--- src/rtl/muldiv_pkg.sv ---
// -----------------------------------------------------------------------------
// muldiv_pkg
// Shared types for the iterative multiply/divide unit.
//   md_op_t    : operation codes presented on muldiv_unit.op
//   md_state_t : sequencer states (IDLE, RUN, FIX)
//   is_muldiv  : true for the multi-cycle operations (MULT/MULTU/DIV/DIVU)
//   is_signed  : true for the signed multi-cycle operations (MULT/DIV)
// -----------------------------------------------------------------------------
package muldiv_pkg;

    typedef enum logic [2:0] {
        MD_NOP   = 3'd0,
        MD_MULT  = 3'd1,
        MD_MULTU = 3'd2,
        MD_DIV   = 3'd3,
        MD_DIVU  = 3'd4,
        MD_MTHI  = 3'd5,
        MD_MTLO  = 3'd6
    } md_op_t;

    typedef enum logic [1:0] {
        IDLE = 2'd0,
        RUN  = 2'd1,
        FIX  = 2'd2
    } md_state_t;

    function automatic logic is_muldiv(input md_op_t op);
        return (op == MD_MULT) || (op == MD_MULTU) || (op == MD_DIV) || (op == MD_DIVU);
    endfunction

    function automatic logic is_signed(input md_op_t op);
        return (op == MD_MULT) || (op == MD_DIV);
    endfunction

endpackage

--- src/rtl/muldiv_step.sv ---
// -----------------------------------------------------------------------------
// muldiv_step
// One radix-2 iteration of the multiply/divide datapath (combinational).
//   i_div : 1 = restoring-divide step, 0 = shift-add multiply step
//   i_acc : upper working register (partial product high half / remainder)
//   i_q   : lower working register (multiplier bits / dividend-then-quotient)
//   i_m   : multiplicand (multiply) or divisor (divide), unsigned magnitude
//   o_acc : next upper working register
//   o_q   : next lower working register
// -----------------------------------------------------------------------------
module muldiv_step
    import muldiv_pkg::*;
#(
    parameter int WIDTH = 32
) (
    input  logic             i_div,
    input  logic [WIDTH-1:0] i_acc,
    input  logic [WIDTH-1:0] i_q,
    input  logic [WIDTH-1:0] i_m,
    output logic [WIDTH-1:0] o_acc,
    output logic [WIDTH-1:0] o_q
);

    logic [WIDTH:0]   w_sum;
    logic [WIDTH:0]   w_shift;
    logic             w_ge;
    logic [WIDTH-1:0] w_sub;

    always_comb begin
        // Multiply: add multiplicand when the current multiplier bit is set,
        // then shift the (WIDTH+1)-bit sum and the multiplier right together.
        w_sum   = {1'b0, i_acc} + (i_q[0] ? {1'b0, i_m} : '0);
        // Divide: bring the next dividend bit into the remainder. The trial
        // difference always fits WIDTH bits when it is taken, since the
        // remainder stays below the divisor.
        w_shift = {i_acc, i_q[WIDTH-1]};
        w_ge    = (w_shift >= {1'b0, i_m});
        w_sub   = w_shift[WIDTH-1:0] - i_m;

        if (i_div) begin
            o_acc = w_ge ? w_sub : w_shift[WIDTH-1:0];
            o_q   = {i_q[WIDTH-2:0], w_ge};
        end else begin
            o_acc = w_sum[WIDTH:1];
            o_q   = {w_sum[0], i_q[WIDTH-1:1]};
        end
    end

endmodule

--- src/rtl/muldiv_unit.sv ---
// -----------------------------------------------------------------------------
// muldiv_unit
// Iterative multiply/divide unit with architectural HI/LO registers.
//   clk   : rising-edge clock
//   reset : asynchronous active-low reset, clears all state
//   start : issue op with operands a/b (taken only when idle and not flushed)
//   op    : operation code (md_op_t)
//   a, b  : rs / rt operands
//   flush : abort an in-flight op, suppress a same-cycle start
//   busy  : multi-cycle op in flight
//   done  : one-cycle pulse once HI/LO hold a new mul/div result
//   hi,lo : HI / LO registers
// Multi-cycle ops run on magnitudes for WIDTH cycles, then one FIX cycle
// applies two's-complement sign correction and writes HI/LO.
// -----------------------------------------------------------------------------
module muldiv_unit
    import muldiv_pkg::*;
#(
    parameter int WIDTH = 32
) (
    input  logic             clk,
    input  logic             reset,
    input  logic             start,
    input  md_op_t           op,
    input  logic [WIDTH-1:0] a,
    input  logic [WIDTH-1:0] b,
    input  logic             flush,
    output logic             busy,
    output logic             done,
    output logic [WIDTH-1:0] hi,
    output logic [WIDTH-1:0] lo
);

    localparam int CNT_W = $clog2(WIDTH + 1);
    localparam logic [CNT_W-1:0] CNT_LAST = CNT_W'(WIDTH - 1);

    md_state_t          r_state;
    logic [CNT_W-1:0]   r_cnt;
    logic [WIDTH-1:0]   r_acc;
    logic [WIDTH-1:0]   r_q;
    logic [WIDTH-1:0]   r_m;
    logic               r_div;
    logic               r_neg_res;
    logic               r_neg_rem;
    logic               r_dz;
    logic [WIDTH-1:0]   r_hi;
    logic [WIDTH-1:0]   r_lo;
    logic               r_busy;
    logic               r_done;

    logic               w_accept;
    logic               w_sgn;
    logic [WIDTH-1:0]   w_abs_a;
    logic [WIDTH-1:0]   w_abs_b;
    logic [WIDTH-1:0]   w_step_acc;
    logic [WIDTH-1:0]   w_step_q;
    logic [2*WIDTH-1:0] w_prod;
    logic [WIDTH-1:0]   w_hi_res;
    logic [WIDTH-1:0]   w_lo_res;

    function automatic logic [WIDTH-1:0] neg_w(input logic [WIDTH-1:0] v, input logic en);
        return en ? -v : v;
    endfunction

    function automatic logic [2*WIDTH-1:0] neg_2w(input logic [2*WIDTH-1:0] v, input logic en);
        return en ? -v : v;
    endfunction

    assign w_accept = start && !flush && (r_state == IDLE);
    assign w_sgn    = is_signed(op);
    assign w_abs_a  = neg_w(a, w_sgn && a[WIDTH-1]);
    assign w_abs_b  = neg_w(b, w_sgn && b[WIDTH-1]);

    muldiv_step #(.WIDTH(WIDTH)) u_step (
        .i_div (r_div),
        .i_acc (r_acc),
        .i_q   (r_q),
        .i_m   (r_m),
        .o_acc (w_step_acc),
        .o_q   (w_step_q)
    );

    // Sign correction evaluated during FIX. Divide-by-zero forces an all-ones
    // quotient; the remainder path already reproduces the dividend because
    // negating abs(a) restores a (including the most-negative value).
    always_comb begin
        w_prod   = neg_2w({r_acc, r_q}, r_neg_res);
        w_hi_res = w_prod[2*WIDTH-1:WIDTH];
        w_lo_res = w_prod[WIDTH-1:0];
        if (r_div) begin
            w_hi_res = neg_w(r_acc, r_neg_rem);
            w_lo_res = r_dz ? '1 : neg_w(r_q, r_neg_res);
        end
    end

    always_ff @(posedge clk or negedge reset) begin
        if (!reset) begin
            r_state   <= IDLE;
            r_cnt     <= '0;
            r_acc     <= '0;
            r_q       <= '0;
            r_m       <= '0;
            r_div     <= 1'b0;
            r_neg_res <= 1'b0;
            r_neg_rem <= 1'b0;
            r_dz      <= 1'b0;
            r_hi      <= '0;
            r_lo      <= '0;
            r_busy    <= 1'b0;
            r_done    <= 1'b0;
        end else begin
            r_done <= 1'b0;
            case (r_state)
                IDLE: begin
                    if (w_accept) begin
                        if (is_muldiv(op)) begin
                            r_div     <= (op == MD_DIV) || (op == MD_DIVU);
                            r_acc     <= '0;
                            // Divide keeps the dividend in r_q and the divisor
                            // in r_m; multiply keeps the multiplier in r_q.
                            r_q       <= ((op == MD_DIV) || (op == MD_DIVU)) ? w_abs_a : w_abs_b;
                            r_m       <= ((op == MD_DIV) || (op == MD_DIVU)) ? w_abs_b : w_abs_a;
                            r_neg_res <= w_sgn && (a[WIDTH-1] ^ b[WIDTH-1]);
                            r_neg_rem <= w_sgn && a[WIDTH-1];
                            r_dz      <= (b == '0);
                            r_cnt     <= '0;
                            r_busy    <= 1'b1;
                            r_state   <= RUN;
                        end else if (op == MD_MTHI) begin
                            r_hi <= a;
                        end else if (op == MD_MTLO) begin
                            r_lo <= a;
                        end
                    end
                end
                RUN: begin
                    if (flush) begin
                        r_busy  <= 1'b0;
                        r_state <= IDLE;
                    end else begin
                        r_acc <= w_step_acc;
                        r_q   <= w_step_q;
                        r_cnt <= r_cnt + 1'b1;
                        if (r_cnt == CNT_LAST) begin
                            r_state <= FIX;
                        end
                    end
                end
                FIX: begin
                    if (!flush) begin
                        r_hi   <= w_hi_res;
                        r_lo   <= w_lo_res;
                        r_done <= 1'b1;
                    end
                    r_busy  <= 1'b0;
                    r_state <= IDLE;
                end
                default: begin
                    r_busy  <= 1'b0;
                    r_state <= IDLE;
                end
            endcase
        end
    end

    assign busy = r_busy;
    assign done = r_done;
    assign hi   = r_hi;
    assign lo   = r_lo;

endmodule

--- config.mk ---
export PLATFORM = sky130hd
export DESIGN_NAME = muldiv_unit
export DESIGN_NICKNAME = d
export VERILOG_FILES = /design/src/rtl/muldiv_pkg.sv /design/src/rtl/muldiv_step.sv /design/src/rtl/muldiv_unit.sv
export SDC_FILE = /design/constraint.sdc
export NUM_CORES = 1
export LEC_CHECK = 0
export BUFFER_PORTS_ARGS = -buffer_cell sky130_fd_sc_hd__buf_2
export CAP_MARGIN = 20
export CORE_MARGIN = 8
export CORE_UTILIZATION = 60
export DETAILED_ROUTE_END_ITERATION = 6
export HOLD_SLACK_MARGIN = 0.03
export PLACE_DENSITY_LB_ADDON = 0.1
export SLEW_MARGIN = 15
export SYNTH_ARGS = -nofsm -noshare
export SYNTH_HDL_FRONTEND = slang
export SYNTH_SLANG_ARGS = --single-unit
--- constraint.sdc ---
create_clock -name clk -period 3.7 [get_ports clk]
set_input_delay 0.74 -clock clk [delete_from_list [all_inputs] [get_ports clk]]
set_output_delay 0.74 -clock clk [all_outputs]
set_load 0.1 [all_outputs]
==> key figures, run 1 <==
GRT
  • Vias in the first global route: 15100
  • Gr usage total: 36.2%
  • Grt ovf: 0
  • First-pass GRT wire length: 87.0 mm
  • Largest net degree at the start of global routing: 70
  • Initial antenna violation count: 0

Synthesis
  • Netlist cell types: 82
  • Synth Cell Area: 15200 sq um
  • Syn avg cell area: 7.70 sq um
  • Asr flop ratio synth: 100%
  • Syn_nets: 2109
  • Post-Syn Instances: 1967
  • Number of enable flip-flop cells after synthesis: 0
  • Sequential fraction of the synthesis area: 28.7%
  • Synth Flop Type: dfrtp_1
  • Yosys reg bits: 174
  • Synth warn: 0

Critical path
  • Crit path largest cell delay: 0.53 ns
  • Most Frequent Cell on Critical Path: a21oi_1
  • FF-to-FF End: r_acc[11]
  • Cell Chain, Critical Path: ha_1 -> and3_1 -> nand3_1 -> a21oi_1 -> or3_1 -> a41o_1 -> a211oi_4 -> buf_12 -> mux2_2 -> a21oi_1 -> nor2_1
  • Reg2reg start: r_acc[4]
  • Required @ worst endpoint: 4.04 ns
  • Endpoint class of the critical path: flip-flop
  • CP arrival: 3.79 ns
  • Reg2reg path depth: 11
  • CP Class: flip-flop to flip-flop
  • CP startpoint kind: flip-flop
  • R2r setup slk: 0.25 ns
  • Critical path peak fanout: 30
  • Critical path's slowest cell: dfrtp_1

Finish
  • Layout Nets: 2239
  • Layout area overhead: 13.0%
  • Fin cells: 2440
  • Share of cells above drive strength 1: 13.8%
  • Design area: 17100 sq um
  • Ant. Diodes: 0

Die
  • Die Wd: 175 um
  • Starting Density: 60.7%
  • I/O pin count: 137
  • Site row count: 58
  • Placeable Area: 25000 sq um
  • Die Y: 175 um
  • DIE AREA: 30600 sq um

Detailed routing
  • DRT Pass-1 Iters: 7
  • Final ANT Viol Nets: 0
  • DRC: 1
  • Iteration-0 DRC Markers: 2451
  • Routed WL: 56.9 mm
  • Vias: 16200
  • Vias per inst: 6.63
  • DR WL/cell: 23.3 um

Timing
  • Max Freq: 290 MHz
  • Final worst-path cycle share: 93.2%
  • Final slew viol count: 0
  • # setup viols final: 0
  • Fin. Hold Viols: 0
  • Setup Skew: 0.0179 ns
  • RSZ-0062 raised after global routing: no
  • Rel. slew slack: 26.8%
  • Fin crit period: 3.45 ns
  • Final TNS setup: 0 ns
  • Slew @ Worst Pin: 1.09 ns

Power
  • Net Sw Power: 7.42 mW
  • Max IR drop VDD: 0.512 mV
  • Power share of the combinational group: 64.1%
  • Sequential share of power: 22.5%
  • Internal Power: 6.38 mW
  • Clk network pwr share: 13.5%
  • Power Density: 807 nW/um^2
  • Sw Ratio: 53.8%
  • Leak: 7.87 nW

Clocking
  • H-tree levels: 4
  • Total CTS buffers: 17
  • Worst-path clk slew: 0.08 ns
  • Hold Buf Count CTS: 0
  • # clock sinks: 174
  • Clock root buffer: clkbuf_16
  • Skew-Pair Late Insertion Delay: 0.45 ns
  • Clock Path Buffers: 2
  • CTS tree: done

Placement
  • Placed instance area: 16500 sq um
  • Buffers added on ports: 136
  • Hpwl dp: 43.8 mm
  • Gpl congestion: 0.988
  • Placed cells: 2408

Run
  • MaxCap Viol Count: 0

Run status
  • Violated checks: DRC
  • Outcome: finished, violations left

Hold path
  • HP Class: primary input to asynchronous set/reset pin
[sequential cells by signal, indices dropped and copies added (netlist names)]
signal and flops:
busy 1, done 1, hi 32, lo 32, r_acc 32, r_cnt 6
r_div 1, r_dz 1, r_m 32, r_neg_rem 1, r_neg_res 1, r_q 32
r_state 2
[worst max-delay path, delay by kind of cell (launching register included)]
family | cells | cell delay [ns]
fa+ha+maj | 1 | 0.43
flops | 1 | 0.53
mux | 1 | 0.36
buf+inv | 1 | 0.22
simple gates | 4 | 0.80
compound gates | 4 | 1.00
[what timing repair did]
item | 4_1_cts | 5_1_grt
endpoints found under the hold margin | 0 | 0
endpoints found under the setup margin | 0 | 2
buffers inserted | 0 | 0
gates resized for setup | 0 | 2
[power groups by stage]
stage,clock (mW),sequential (mW),combinational [mW]
final,1.86,3.10,8.85
after global routing,1.93,3.14,9.53
after CTS,1.85,3.06,8.67
after detailed placement,0,3.09,8.62
after global placement,0,3.06,8.56
after floorplan,0,4.10,5.19
[metrics by stage]
step                      setup slack (ns)  power, mW  utilization [%]  hold WS [ns]
after global placement               0.290       11.6             66.2         0.454
after detailed placement             0.195       11.7             66.2         0.461
after floorplan                      0.507       9.29                -         0.439
after global routing                0.0224       14.6             68.6         0.354
after CTS                            0.242       13.6             68.5         0.329
final                                0.251       13.8             68.6         0.296
[layout by cell type (no fill, tap or decap), types with 46 or more instances in the layout]
cell type / Yosys / final
nand3_1: 46 / 46
inv_1: 63 / 63
nand2_1: 229 / 229
mux2i_1: 46 / 46
a21oi_1: 171 / 171
buf_2: 11 / 135
dfrtp_1: 174 / 173
o21ai_0: 181 / 179
xor2_1: 72 / 72
xnor2_1: 101 / 101
ha_1: 69 / 69
buf_4: 3 / 92
nor2_1: 213 / 212
[cell families (layout without fill, tap and decap cells)]
kind of cell               after synthesis  count (layout)  synth area share [%]
AOI/OAI and AO/OA                      624             624                  25.5
xor gates and xnor gates               173             173                  10.0
adders and majority gates               71              71                  5.96
buffers and inverters                  184             327                  5.12
DFF                                    174             174                  28.7
muxes                                   49              49                  3.26
and+or+nand+nor                        692             692                  21.4
[synth_stat cells, types with 4 or more instances]
master	n	area, sq um
xor2_1	72	631
nor2_1	213	800
nor3_1	36	180
nor3b_1	6	45.0
o21ai_1	7	35.0
xnor2_1	101	885
nand3b_1	5	37.5
nand4_1	18	113
ha_1	69	863
nor4_1	22	138
nand2b_1	16	100
o21a_1	8	60.1
a211oi_1	11	82.6
o31ai_1	35	263
or4_1	15	113
o22ai_1	36	225
o221ai_1	20	175
mux2i_1	46	460
o211a_1	4	40.0
nand3_1	46	230
a21oi_1	171	856
buf_6	5	56.3
clkbuf_1	93	349
nand2_1	229	860
o211ai_1	25	188
buf_1	4	15.0
o21ai_0	181	906
a21o_1	33	248
o41ai_1	5	43.8
buf_2	11	55.1
and2_1	8	50.1
nor2b_1	11	68.8
a41oi_1	4	35.0
inv_1	63	236
and3_1	13	81.3
o21bai_1	12	90.1
dfrtp_1	174	4350
a31oi_1	21	131
o22a_1	4	35.0
a22oi_1	14	105
or3_1	31	194
[how the worst max path moves through the flow]
stage	start	endpoint	slack (ns)
2_1_floorplan	r_q[0]	r_acc[30]	0.51
3_5_place_dp	b[6]	r_m[27]	0.20
5_1_grt	r_q[0]	r_acc[24]	0.02
3_3_place_gp	r_q[0]	r_acc[31]	0.29
4_1_cts	r_q[0]	r_acc[31]	0.24
6_report	r_acc[4]	r_acc[11]	0.25
[area by class of cell]
type / instances / area, sq um
sequential: 174 / 4360
fill: 2168 / 7850
timing repair buffer: 232 / 1460
tap: 330 / 413
clock buffer: 19 / 443
clock inverter: 13 / 140
multi-input combinational: 1609 / 10100
inverter: 63 / 236
[layer usage]
layer	routed length, um	share of wire [%]	track usage [%]
met4	2790	4.9	17.8
met3	7190	13	9.13
met5	0	0	0
met1	23200	41	49.7
met2	23700	42	52.1
No activity file was read; power rests on OpenSTA's default activity.
==> run 2: changes to the inputs <==
--- a/config.mk
+++ b/config.mk
@@ -8,7 +8,7 @@
 export BUFFER_PORTS_ARGS = -buffer_cell sky130_fd_sc_hd__buf_2
 export CAP_MARGIN = 20
 export CORE_MARGIN = 8
-export CORE_UTILIZATION = 60
+export CORE_UTILIZATION = 40
 export DETAILED_ROUTE_END_ITERATION = 6
 export HOLD_SLACK_MARGIN = 0.03
 export PLACE_DENSITY_LB_ADDON = 0.1
==> constraint.sdc (replaced) <==
create_clock -name clk -period 3.4 [get_ports clk]
set_input_delay 0.68 -clock clk [delete_from_list [all_inputs] [get_ports clk]]
set_output_delay 0.68 -clock clk [all_outputs]
set_load 0.1 [all_outputs]
==> run 2 against run 1 <==
  * The flow now finishes without violations
  * Combinational power rose by 21%
  * Final area is 5.5% higher
  * Worst setup slack got worse by 0.12 ns
  * Final cell count grew 10%
  * Critical path depth fell by 2
  * Via count is 1.3% lower
  * Critical path type unchanged
  * Largest power group unchanged
  * Sequential cell count unchanged
==> key figures, run 2 (synthesis results as in run 1) <==
Run status
  • Outcome: complete, no violations (was finished, violations left)

Critical path
  • Reg2reg start: r_q[15] (was r_acc[4])
  • FF-to-FF End: hi[8] (was r_acc[11])
  • CP startpoint kind: flip-flop (unchanged)
  • Required @ worst endpoint: 3.74 ns (was 4.04 ns)
  • Reg2reg path depth: 9 (was 11)
  • Endpoint class of the critical path: flip-flop (unchanged)
  • R2r setup slk: 0.13 ns (was 0.25 ns)
  • CP Class: flip-flop to flip-flop (unchanged)
  • CP arrival: 3.61 ns (was 3.79 ns)
  • Critical path peak fanout: 9 (was 30)

Die
  • Die Y: 211 um (was 175 um)
  • Placeable Area: 37500 sq um (was 25000 sq um)
  • Site row count: 71 (was 58)
  • DIE AREA: 44400 sq um (was 30600 sq um)
  • Starting Density: 40.4% (was 60.7%)
  • I/O pin count: 137 (unchanged)
  • Die Wd: 211 um (was 175 um)

Clocking
  • Total CTS buffers: 17 (unchanged)
  • Clock Path Buffers: 2 (unchanged)
  • H-tree levels: 4 (unchanged)
  • Skew-Pair Late Insertion Delay: 0.46 ns (was 0.45 ns)
  • CTS tree: done (unchanged)
  • Worst-path clk slew: 0.07 ns (was 0.08 ns)
  • # clock sinks: 174 (unchanged)
  • Clock root buffer: clkbuf_16 (unchanged)

GRT
  • First-pass GRT wire length: 95.4 mm (was 87.0 mm)
  • Vias in the first global route: 15600 (was 15100)
  • Grt ovf: 0 (unchanged)
  • Initial antenna violation count: 0 (unchanged)
  • Largest net degree at the start of global routing: 65 (was 70)
  • Gr usage total: 28.0% (was 36.2%)

Detailed routing
  • Iteration-0 DRC Markers: 1520 (was 2451)
  • DR WL/cell: 23.7 um (was 23.3 um)
  • DRT Pass-1 Iters: 5 (was 7)
  • Vias: 16000 (was 16200)
  • DRC: 0 (was 1)
  • Vias per inst: 5.93 (was 6.63)
  • Routed WL: 63.7 mm (was 56.9 mm)
  • Final ANT Viol Nets: 0 (unchanged)

Timing
  • Final worst-path cycle share: 96.1% (was 93.2%)
  • Setup Skew: 0.0141 ns (was 0.0179 ns)
  • Slew @ Worst Pin: 1.04 ns (was 1.09 ns)
  • Fin crit period: 3.27 ns (was 3.45 ns)
  • Final slew viol count: 0 (unchanged)
  • Rel. slew slack: 30.4% (was 26.8%)
  • # setup viols final: 0 (unchanged)
  • Final TNS setup: 0 ns (unchanged)
  • Hold slack final: 0.217 ns (was 0.296 ns)
  • Max Freq: 306 MHz (was 290 MHz)
  • Fin. Hold Viols: 0 (unchanged)
  • Final setup margin: 0.133 ns (was 0.251 ns)

Finish
  • Final Util: 48.1% (was 68.6%)
  • # fillers: 3854 (was 2168)
  • Fin cells: 2693 (was 2440)
  • Share of cells above drive strength 1: 17.4% (was 13.8%)
  • Layout area overhead: 19.1% (was 13.0%)
  • Design area: 18000 sq um (was 17100 sq um)
  • Commonest non-fill, non-tap cell in the layout: nand2_1 (unchanged)
  • Ant. Diodes: 0 (unchanged)
  • Layout Nets: 2313 (was 2239)
  • Commonest non-fill, non-tap cells in the layout: nand2_1, nor2_1, o21ai_0, dfrtp_1, a21oi_1 (unchanged)

Power
  • Clk network pwr share: 13.8% (was 13.5%)
  • Sw Ratio: 51.5% (was 53.8%)
  • Power share of the combinational group: 66.3% (was 64.1%)
  • Net Sw Power: 8.31 mW (was 7.42 mW)
  • Power Density: 894 nW/um^2 (was 807 nW/um^2)
  • Leak: 8.26 nW (was 7.87 nW)
  • Internal Power: 7.81 mW (was 6.38 mW)
  • Sequential share of power: 19.9% (was 22.5%)
  • Max IR drop VDD: 0.422 mV (was 0.512 mV)
  • Total power: 16.1 mW (was 13.8 mW)

Placement
  • Placed cells: 2660 (was 2408)
  • Hpwl dp: 50.0 mm (was 43.8 mm)
  • Pre-CTS setup slack: -0.0434 ns (was 0.195 ns)
  • Placed instance area: 17300 sq um (was 16500 sq um)
  • Buffers added on ports: 136 (unchanged)
  • Gpl congestion: 0.978 (was 0.988)

Run
  • MaxCap Viol Count: 0 (unchanged)

Hold path
  • HP Class: primary input to asynchronous set/reset pin (unchanged)
## run 2: power groups by stage
stage	Sequential, mW	Clock (mW)	Combinational [mW]
after floorplan	4.46	0	5.64
after global placement	3.22	0	10.3
after detailed placement	3.23	0	10.3
after CTS	3.20	2.25	10.4
after global routing	3.28	2.33	11.5
final	3.22	2.22	10.7
## run 2: worst max-delay path by stage
| stage | startpoint | to | slack, ns | cells after the start |
|---|---|---|---|---|
| floorplan | r_q[0] | r_acc[30] | 0.21 | 13 |
| global placement | r_q[31] | r_acc[28] | -0.05 | 13 |
| detailed placement | r_q[31] | r_acc[28] | -0.04 | 13 |
| CTS | r_q[31] | r_acc[28] | 0.04 | 13 |
| global route | r_m[4] | r_acc[11] | -0.01 | 12 |
| finish | r_q[15] | hi[8] | 0.13 | 9 |
## run 2: critical path, cell delays in order (launching register included)
cell and delay (ns):
dfrtp_1 0.40, nor4_2 0.56, nor3b_4 0.43, nand4_1 0.32
or4_1 0.58, nand2_1 0.28, a21oi_1 0.16, xor2_1 0.17
mux2i_1 0.19, o21ai_1 0.07
## run 2: area by class of cell
type	instances	area [sq um]	share of cell area, %
multi-input cells	1609	10100	56.2
repair buffers	306	2050	11.3
inverters	63	236	1.31
clock inverters	10	191	1.06
flip-flops and latches	174	4360	24.1
clock buffers	20	437	2.42
well taps	511	639	3.54
## run 2: timing repair
item                       4_1_cts  5_1_grt
setup endpoints to repair        5       18
pin swaps                        0        6
gates resized for setup          3       18
hold buffers                     0        0
setup buffers                    0        2
gates cloned                     0        1
## run 2: per-layer routing
| layer | track usage, % | up-vias | share of wire, % |
|---|---|---|---|
| met5 | 1.89 | - | 0.17 |
| met4 | 11.3 | 2 | 3.7 |
| met3 | 6.29 | 100 | 8.6 |
| met2 | 42.5 | 686 | 43 |
| met1 | 38.1 | 7674 | 44 |
| li1 | - | 7496 | - |
